`config.mk`:
```
export PLATFORM = sky130hd
export DESIGN_NAME = pipe_rca_adder
export DESIGN_NICKNAME = d
export VERILOG_FILES = /design/src/rtl/adder_pkg.sv /design/src/rtl/fulladder.sv /design/src/rtl/rca_chunk.sv /design/src/rtl/pipe_rca_adder.sv
export SDC_FILE = /design/constraint.sdc
export NUM_CORES = 1
export LEC_CHECK = 0
export ABC_AREA = 1
export CORE_MARGIN = 3
export CORE_UTILIZATION = 38
export CTS_CLUSTER_SIZE = 20
export DETAILED_ROUTE_END_ITERATION = 6
export SKIP_CTS_REPAIR_TIMING = 1
export SLEW_MARGIN = 0
export SYNTH_ARGS = -nofsm -noshare
export SYNTH_HDL_FRONTEND = slang
export SYNTH_SLANG_ARGS = --single-unit
export TNS_END_PERCENT = 100
```
`constraint.sdc`:
```
create_clock -name clk -period 7.6 [get_ports clk]
set_input_delay 0.76 -clock clk [delete_from_list [all_inputs] [get_ports clk]]
set_output_delay 0.76 -clock clk [all_outputs]
set_load 0.02 [all_outputs]
```
`src/rtl/adder_pkg.sv`:
```
// Shared configuration helpers for the pipelined ripple-carry adder.
package adder_pkg;

    localparam int DEF_WIDTH  = 32;
    localparam int DEF_STAGES = 4;

    function automatic int chunk_w(input int width, input int stages);
        return width / stages;
    endfunction

    function automatic bit cfg_ok(input int width, input int stages);
        if (stages < 1) return 1'b0;
        return (width % stages == 0) && (width >= stages);
    endfunction

endpackage

```
`src/rtl/fulladder.sv`:
```
// Single-bit full adder cell used to build the ripple chains.
module fulladder (
    input  logic i_a,
    input  logic i_b,
    input  logic i_c,
    output logic o_s,
    output logic o_co
);

    assign o_s  = i_a ^ i_b ^ i_c;
    assign o_co = (i_a & i_b) | (i_c & (i_a ^ i_b));

endmodule

```
`src/rtl/rca_chunk.sv`:
```
// Combinational CW-bit ripple of fulladder cells; also exposes the carry into the MSB.
module rca_chunk #(
    parameter int CW = 8
) (
    input  logic [CW-1:0] i_a,
    input  logic [CW-1:0] i_b,
    input  logic          i_c,
    output logic [CW-1:0] o_s,
    output logic          o_co,
    output logic          o_cmsb
);

    logic [CW:0] w_c;

    assign w_c[0] = i_c;

    for (genvar i = 0; i < CW; i++) begin : g_bit
        fulladder u_fa (
            .i_a  (i_a[i]),
            .i_b  (i_b[i]),
            .i_c  (w_c[i]),
            .o_s  (o_s[i]),
            .o_co (w_c[i+1])
        );
    end

    assign o_co   = w_c[CW];
    assign o_cmsb = w_c[CW-1];

endmodule

```
`src/rtl/pipe_rca_adder.sv`:
```
// Pipelined ripple-carry adder/subtractor: one CW-bit chunk resolved per stage,
// valid/ready handshake with per-stage backpressure and bubble collapsing.
module pipe_rca_adder
    import adder_pkg::*;
#(
    parameter int WIDTH  = DEF_WIDTH,
    parameter int STAGES = DEF_STAGES
) (
    input  logic             clk,
    input  logic             rst_n,
    input  logic             in_valid,
    output logic             in_ready,
    input  logic [WIDTH-1:0] a,
    input  logic [WIDTH-1:0] b,
    input  logic             cin,
    input  logic             sub,
    output logic             out_valid,
    input  logic             out_ready,
    output logic [WIDTH-1:0] sum,
    output logic             cout,
    output logic             ovf
);

    localparam int CW = chunk_w(WIDTH, STAGES);

    if (!cfg_ok(WIDTH, STAGES)) begin : g_cfg_bad
        $error("pipe_rca_adder: WIDTH must be a multiple of STAGES and STAGES >= 1");
    end

    typedef struct packed {
        logic [WIDTH-1:0] sum_done;
        logic [WIDTH-1:0] a_rem;
        logic [WIDTH-1:0] b_rem;
        logic             carry;
    } stage_t;

    logic [STAGES:0] w_rdy;
    logic            w_v    [STAGES];
    logic            w_up_v [STAGES];
    stage_t          w_pay  [STAGES];
    stage_t          w_up   [STAGES];
    stage_t          w_nxt  [STAGES];
    logic            w_co   [STAGES];
    logic            w_cmsb [STAGES];
    logic            r_ovf;

    assign w_rdy[STAGES] = out_ready;
    assign in_ready      = w_rdy[0];

    for (genvar k = 0; k < STAGES; k++) begin : g_stage
        logic          r_v;
        stage_t        r_pay;
        logic [CW-1:0] w_s;

        assign w_rdy[k] = !r_v || w_rdy[k+1];
        assign w_v[k]   = r_v;
        assign w_pay[k] = r_pay;

        // Operand prep happens here so stage 0 latches chunk 0 already summed.
        if (k == 0) begin : g_head
            assign w_up_v[k] = in_valid;
            assign w_up[k]   = '{sum_done: '0, a_rem: a, b_rem: (sub ? ~b : b), carry: (sub | cin)};
        end else begin : g_body
            assign w_up_v[k] = w_v[k-1];
            assign w_up[k]   = w_pay[k-1];
        end

        rca_chunk #(.CW(CW)) u_chunk (
            .i_a    (w_up[k].a_rem[k*CW +: CW]),
            .i_b    (w_up[k].b_rem[k*CW +: CW]),
            .i_c    (w_up[k].carry),
            .o_s    (w_s),
            .o_co   (w_co[k]),
            .o_cmsb (w_cmsb[k])
        );

        always_comb begin
            w_nxt[k]                       = w_up[k];
            w_nxt[k].sum_done[k*CW +: CW]  = w_s;
            w_nxt[k].carry                 = w_co[k];
        end

        always_ff @(posedge clk or negedge rst_n) begin
            if (!rst_n) begin
                r_v   <= 1'b0;
                r_pay <= '0;
            end else if (w_rdy[k]) begin
                r_v <= w_up_v[k];
                if (w_up_v[k]) r_pay <= w_nxt[k];
            end
        end

        if (k == STAGES-1) begin : g_last
            always_ff @(posedge clk or negedge rst_n) begin
                if (!rst_n)
                    r_ovf <= 1'b0;
                else if (w_rdy[k] && w_up_v[k])
                    r_ovf <= w_cmsb[k] ^ w_co[k];
            end
        end
    end

    assign out_valid = w_v[STAGES-1];
    assign sum       = w_pay[STAGES-1].sum_done;
    assign cout      = w_pay[STAGES-1].carry;
    assign ovf       = r_ovf;

endmodule

```
# After elaboration in Yosys (flattened, before gate mapping)
# Cells that the tools add are included.
# W data, S select, Z words.
# classes
bitwise_logic,163
reduce_logical,13
n_mux,1
# ops
op,n
$xor A1 B1 Y1,65
$and A1 B1 Y1,64
$or A1 B1 Y1,33
$mux W32,1
$not A32 Y32,1
$reduce_and A2 Y1,4
$logic_not A1 Y1,4
$logic_or A1 B1 Y1,4
$logic_and A1 B1 Y1,1
# totals
input_bits,70
register_bits,281
elab_cells,196
output_inout_bits,36

# Logic depth before layout (Yosys ltp)
# depth
depth_word,19
mapped_depth,14
ltp_nobuf,13

# Cells and area by module
# Synthesis repeated with hierarchy kept, for this count alone.
# hier_totals
hier_cells,865
area_unflattened_um2,8131.5
# by_module_without_submodules
module,cells_each,instances,area_each_um2,seq_area_each_um2
pipe_rca_adder,833,1,7490.9,4629.4
fulladder,1,32,20.0,0.0

# Least setup slack after synthesis
# Ideal clock, no wire load.
# synth_path
path_type,input to register
startpoint,input port sub
endpoint,register g_stage[0].r_pay[72] (netlist bit)
setup_ns,0.117
path_slack_ns,2.914
path_stages,14
t_arrival_ns,4.570
t_required_ns,7.483
path_buffers,2
cell_sequence,buf_2 buf_2 xnor2_1 fa_1 fa_1 fa_1 fa_1 fa_1 fa_1 fa_1 inv_1 fa_1 nand3_1 nand2_1
# synth_via
elab_chain_len,17
word_cells_on_any_way,32
cone_classes,mux (1); bitwise (31)
# synth_rtl
element,line_no,source
"start, declared",pipe_rca_adder.sv:16,"input logic sub,"
$mux W32,pipe_rca_adder.sv:62,"assign w_up[k] = '{sum_done: '0, a_rem: a, b_rem: (sub ? ~b : b), carry: (sub | cin)};"
$xor A1 B1 Y1,fulladder.sv:11,assign o_co = (i_a & i_b) | (i_c & (i_a ^ i_b));
$and A1 B1 Y1,fulladder.sv:11,
$or A1 B1 Y1,fulladder.sv:11,
$and A1 B1 Y1,fulladder.sv:11,
$or A1 B1 Y1,fulladder.sv:11,
$and A1 B1 Y1,fulladder.sv:11,
$or A1 B1 Y1,fulladder.sv:11,
[... 2 more ...],-,
$and A1 B1 Y1,fulladder.sv:11,
$or A1 B1 Y1,fulladder.sv:11,
$and A1 B1 Y1,fulladder.sv:11,
$or A1 B1 Y1,fulladder.sv:11,
$and A1 B1 Y1,fulladder.sv:11,
$or A1 B1 Y1,fulladder.sv:11,
$xor A1 B1 Y1 *,fulladder.sv:10,assign o_s = i_a ^ i_b ^ i_c;
named net g_stage[0].u_chunk.g_bit[7].u_fa.o_s,fulladder.sv:6,"output logic o_s,"
"end signal, assigned",pipe_rca_adder.sv:89,if (w_up_v[k]) r_pay <= w_nxt[k];
"end, declared",pipe_rca_adder.sv:52,stage_t r_pay;
# Mark *: on every way through the listed nets, which the timed path passes. The rest lies on a longest branch.
# A chain may end at the register's enable or synchronous reset.

# Worst setup path in the final report
# Ends and elaborated chain as after synthesis.

==> results.cfg <==
[outcome]
status = finished clean

[synth]
synth-warning-count = 0
avgSynthCellArea_um2 = 9.35
synth-adder-area-share = 0.0770
ys_seq_area_frac = 0.556
synth_compound_area_frac = 0.00842
synthSimpleGateAreaFrac = 0.268
muxShareOfSynthArea = 0
syn-cell-area_um2 = 8320
synth_top_family_by_area = simple AND/OR/NAND/NOR gates
netlist_instances = 890
synth_cell_types = 19
ys_seq_elements = 185
synth_xor_area_frac = 0.0347
synth_nets = 992

[placement]
place_congestion = 0.777
placement.io_buffers = 105
hpwl_um = 11600

[critical_path]
reg2regPathDepth = 12
regToRegSetupSlack_ns = 3.44
crit_arrival_ns = 4.83
worstSetupPathType = in -> reg
required_ns = 7.91
rr_startpoint = g_stage[2].r_pay[57]
end_kind = register
cp_max_fo = 33
rr_endpoint = sum[31]
start_kind = primary input

[global_route]
grt.overflow.total = 0
groute.usage.overall = 0.154
grt_pass1_vias = 5773
antenna_found_initial = 0
grt_max_degree = 99
grt_pass1_wl_um = 30000

[sta]
setup_tns_ns = 0
hold_viol_final = 0
maxSlewViolCount = 0
worst_pin_slew_ns = 1.17
setup_viol = 0
fin_crit_ns = 4.52
rsz0062_at_grt = false
max_clock_freq_ghz = 0.221
fin_skew_ns = 0.00950
post-route-period-util = 0.595
timing.slew.headroom = 0.219

[route]
drt-pass1-iter-count = 5
finalWirelength_um = 17500
drt_iter0_drc = 296
viasPerCell = 4.65
vias = 5811
ant_nets = 0
wl_per_cell_um = 14.0
post-route-drc-count = 0

[clocking]
insertion_delay_ns = 0.43
numCtsBuffers = 17
cts-htree-levels = 4
root_buffer = clkbuf_16
clock_path_buffers = 2
cts.sinks = 185
clkSlewWorstSetupHoldPaths_ns = 0.07
tritoncts = built

[floorplan]
boundaryPins = 106
start_util = 0.391
die_h_um = 154
core-area_um2 = 21300
die_area_um2 = 23700
die_w_um = 154
num_rows = 53

[power]
powerDensity_nw_per_um2 = 354
finalPower_mw = 3.54
vdd_drop_max_mv = 0.172
leakage_nw = 5.05

[finish]
n_antenna_cell = 0
layout_common_cells = 349 x nand2_1, 185 x dfrtp_1, 168 x nand3_1, 102 x clkdlybuf4s50_1, 37 x inv_1
layout.nets = 1064
ff_latch_area_um2 = 4630
drive_above_1_share = 0.0503
fillers = 2063
final_common_cell = nand2_1
area_growth_pct = 20.0
multi_input_area_um2 = 3230

[worst_hold_path]
min-delay-path-class = in -> async

[run]
drv_cap = 0
## how the worst max path moves through the flow
stage	start	end	cells past startpoint
2_1_floorplan	sub	g_stage[0].r_pay[72]	14
3_3_place_gp	sub	g_stage[0].r_pay[72]	14
3_5_place_dp	sub	g_stage[0].r_pay[72]	14
4_1_cts	sub	g_stage[0].r_pay[72]	14
5_1_grt	sub	g_stage[0].r_pay[72]	14
6_report	sub	g_stage[0].r_pay[72]	14
## flip-flops by register name, summed over array words and instances (netlist names)
| register | cells |
|---|---|
| g_stage.r_pay | 147 |
| sum | 32 |
| g_stage.r_v | 3 |
| cout | 1 |
| out_valid | 1 |
| ovf | 1 |
## per-layer routing
| metal | share of wire | vias up | GRT usage |
|---|---|---|---|
| li1 | - | 2940 | - |
| met1 | 0.50 | 2745 | 0.232 |
| met2 | 0.44 | 113 | 0.226 |
| met3 | 0.039 | 13 | 0.0312 |
| met4 | 0.015 | 0 | 0.0442 |
| met5 | 0 | - | 0 |
## metrics by stage
step	setup WS, ns	area (µm²)	utilization	hold slack [ns]	std cells
CTS	3.07	9990	0.469	0.459	1250
global placement	2.66	9450	0.444	0.455	1218
finish	3.08	9990	0.469	0.427	1250
global route	2.91	9990	0.469	0.488	1250
floorplan	2.91	8320	-	0.442	890
detailed placement	2.62	9450	0.444	0.458	1218
## final cells by class
cell class,count,share of cell area
clock inverters,14,0.0115
well taps,275,0.0344
repair buffers,113,0.110
clock buffers,18,0.0430
flip-flops and latches,185,0.463
multi-input cells,607,0.323
inverters,38,0.0143
## kinds of logic (layout without fill, tap and decap cells)
logic type               Yosys count  in the layout
AND/OR/NAND/NOR                  528            528
adder cells (fa/ha/maj)           32             32
XOR/XNOR                          33             33
buffers and inverters             98            183
AO/OA/AOI/OAI                     14             14
flip-flops                       185            185
## power by group
part / internal (mW) / switching, mW
Clock: 0.425 / 0.389
Combinational: 0.489 / 0.705
Sequential: 1.32 / 0.208
## cell usage after synthesis (all sizes together)
master / number / area (µm²)
o21ai: 10 / 50.1
nand4: 1 / 21.3
inv: 38 / 143
nand2: 353 / 1340
nor2: 6 / 30.0
fa: 32 / 641
buf: 45 / 268
xnor2: 7 / 61.3
a21oi: 4 / 20.0
clkbuf: 15 / 56.3
nand3: 168 / 841
dfrtp: 185 / 4630
xor2: 26 / 228
## critical path, cell delays in order
cell and delay [ns]:
buf_2 0.07, buf_4 0.44, xnor2_1 0.18, fa_1 0.43, fa_1 0.38, fa_1 0.39
fa_1 0.41, fa_1 0.39, fa_1 0.38, fa_1 0.36, inv_1 0.07, fa_1 0.40
nand3_1 0.09, nand2_1 0.06
Power figures use the tool's default switching activity.
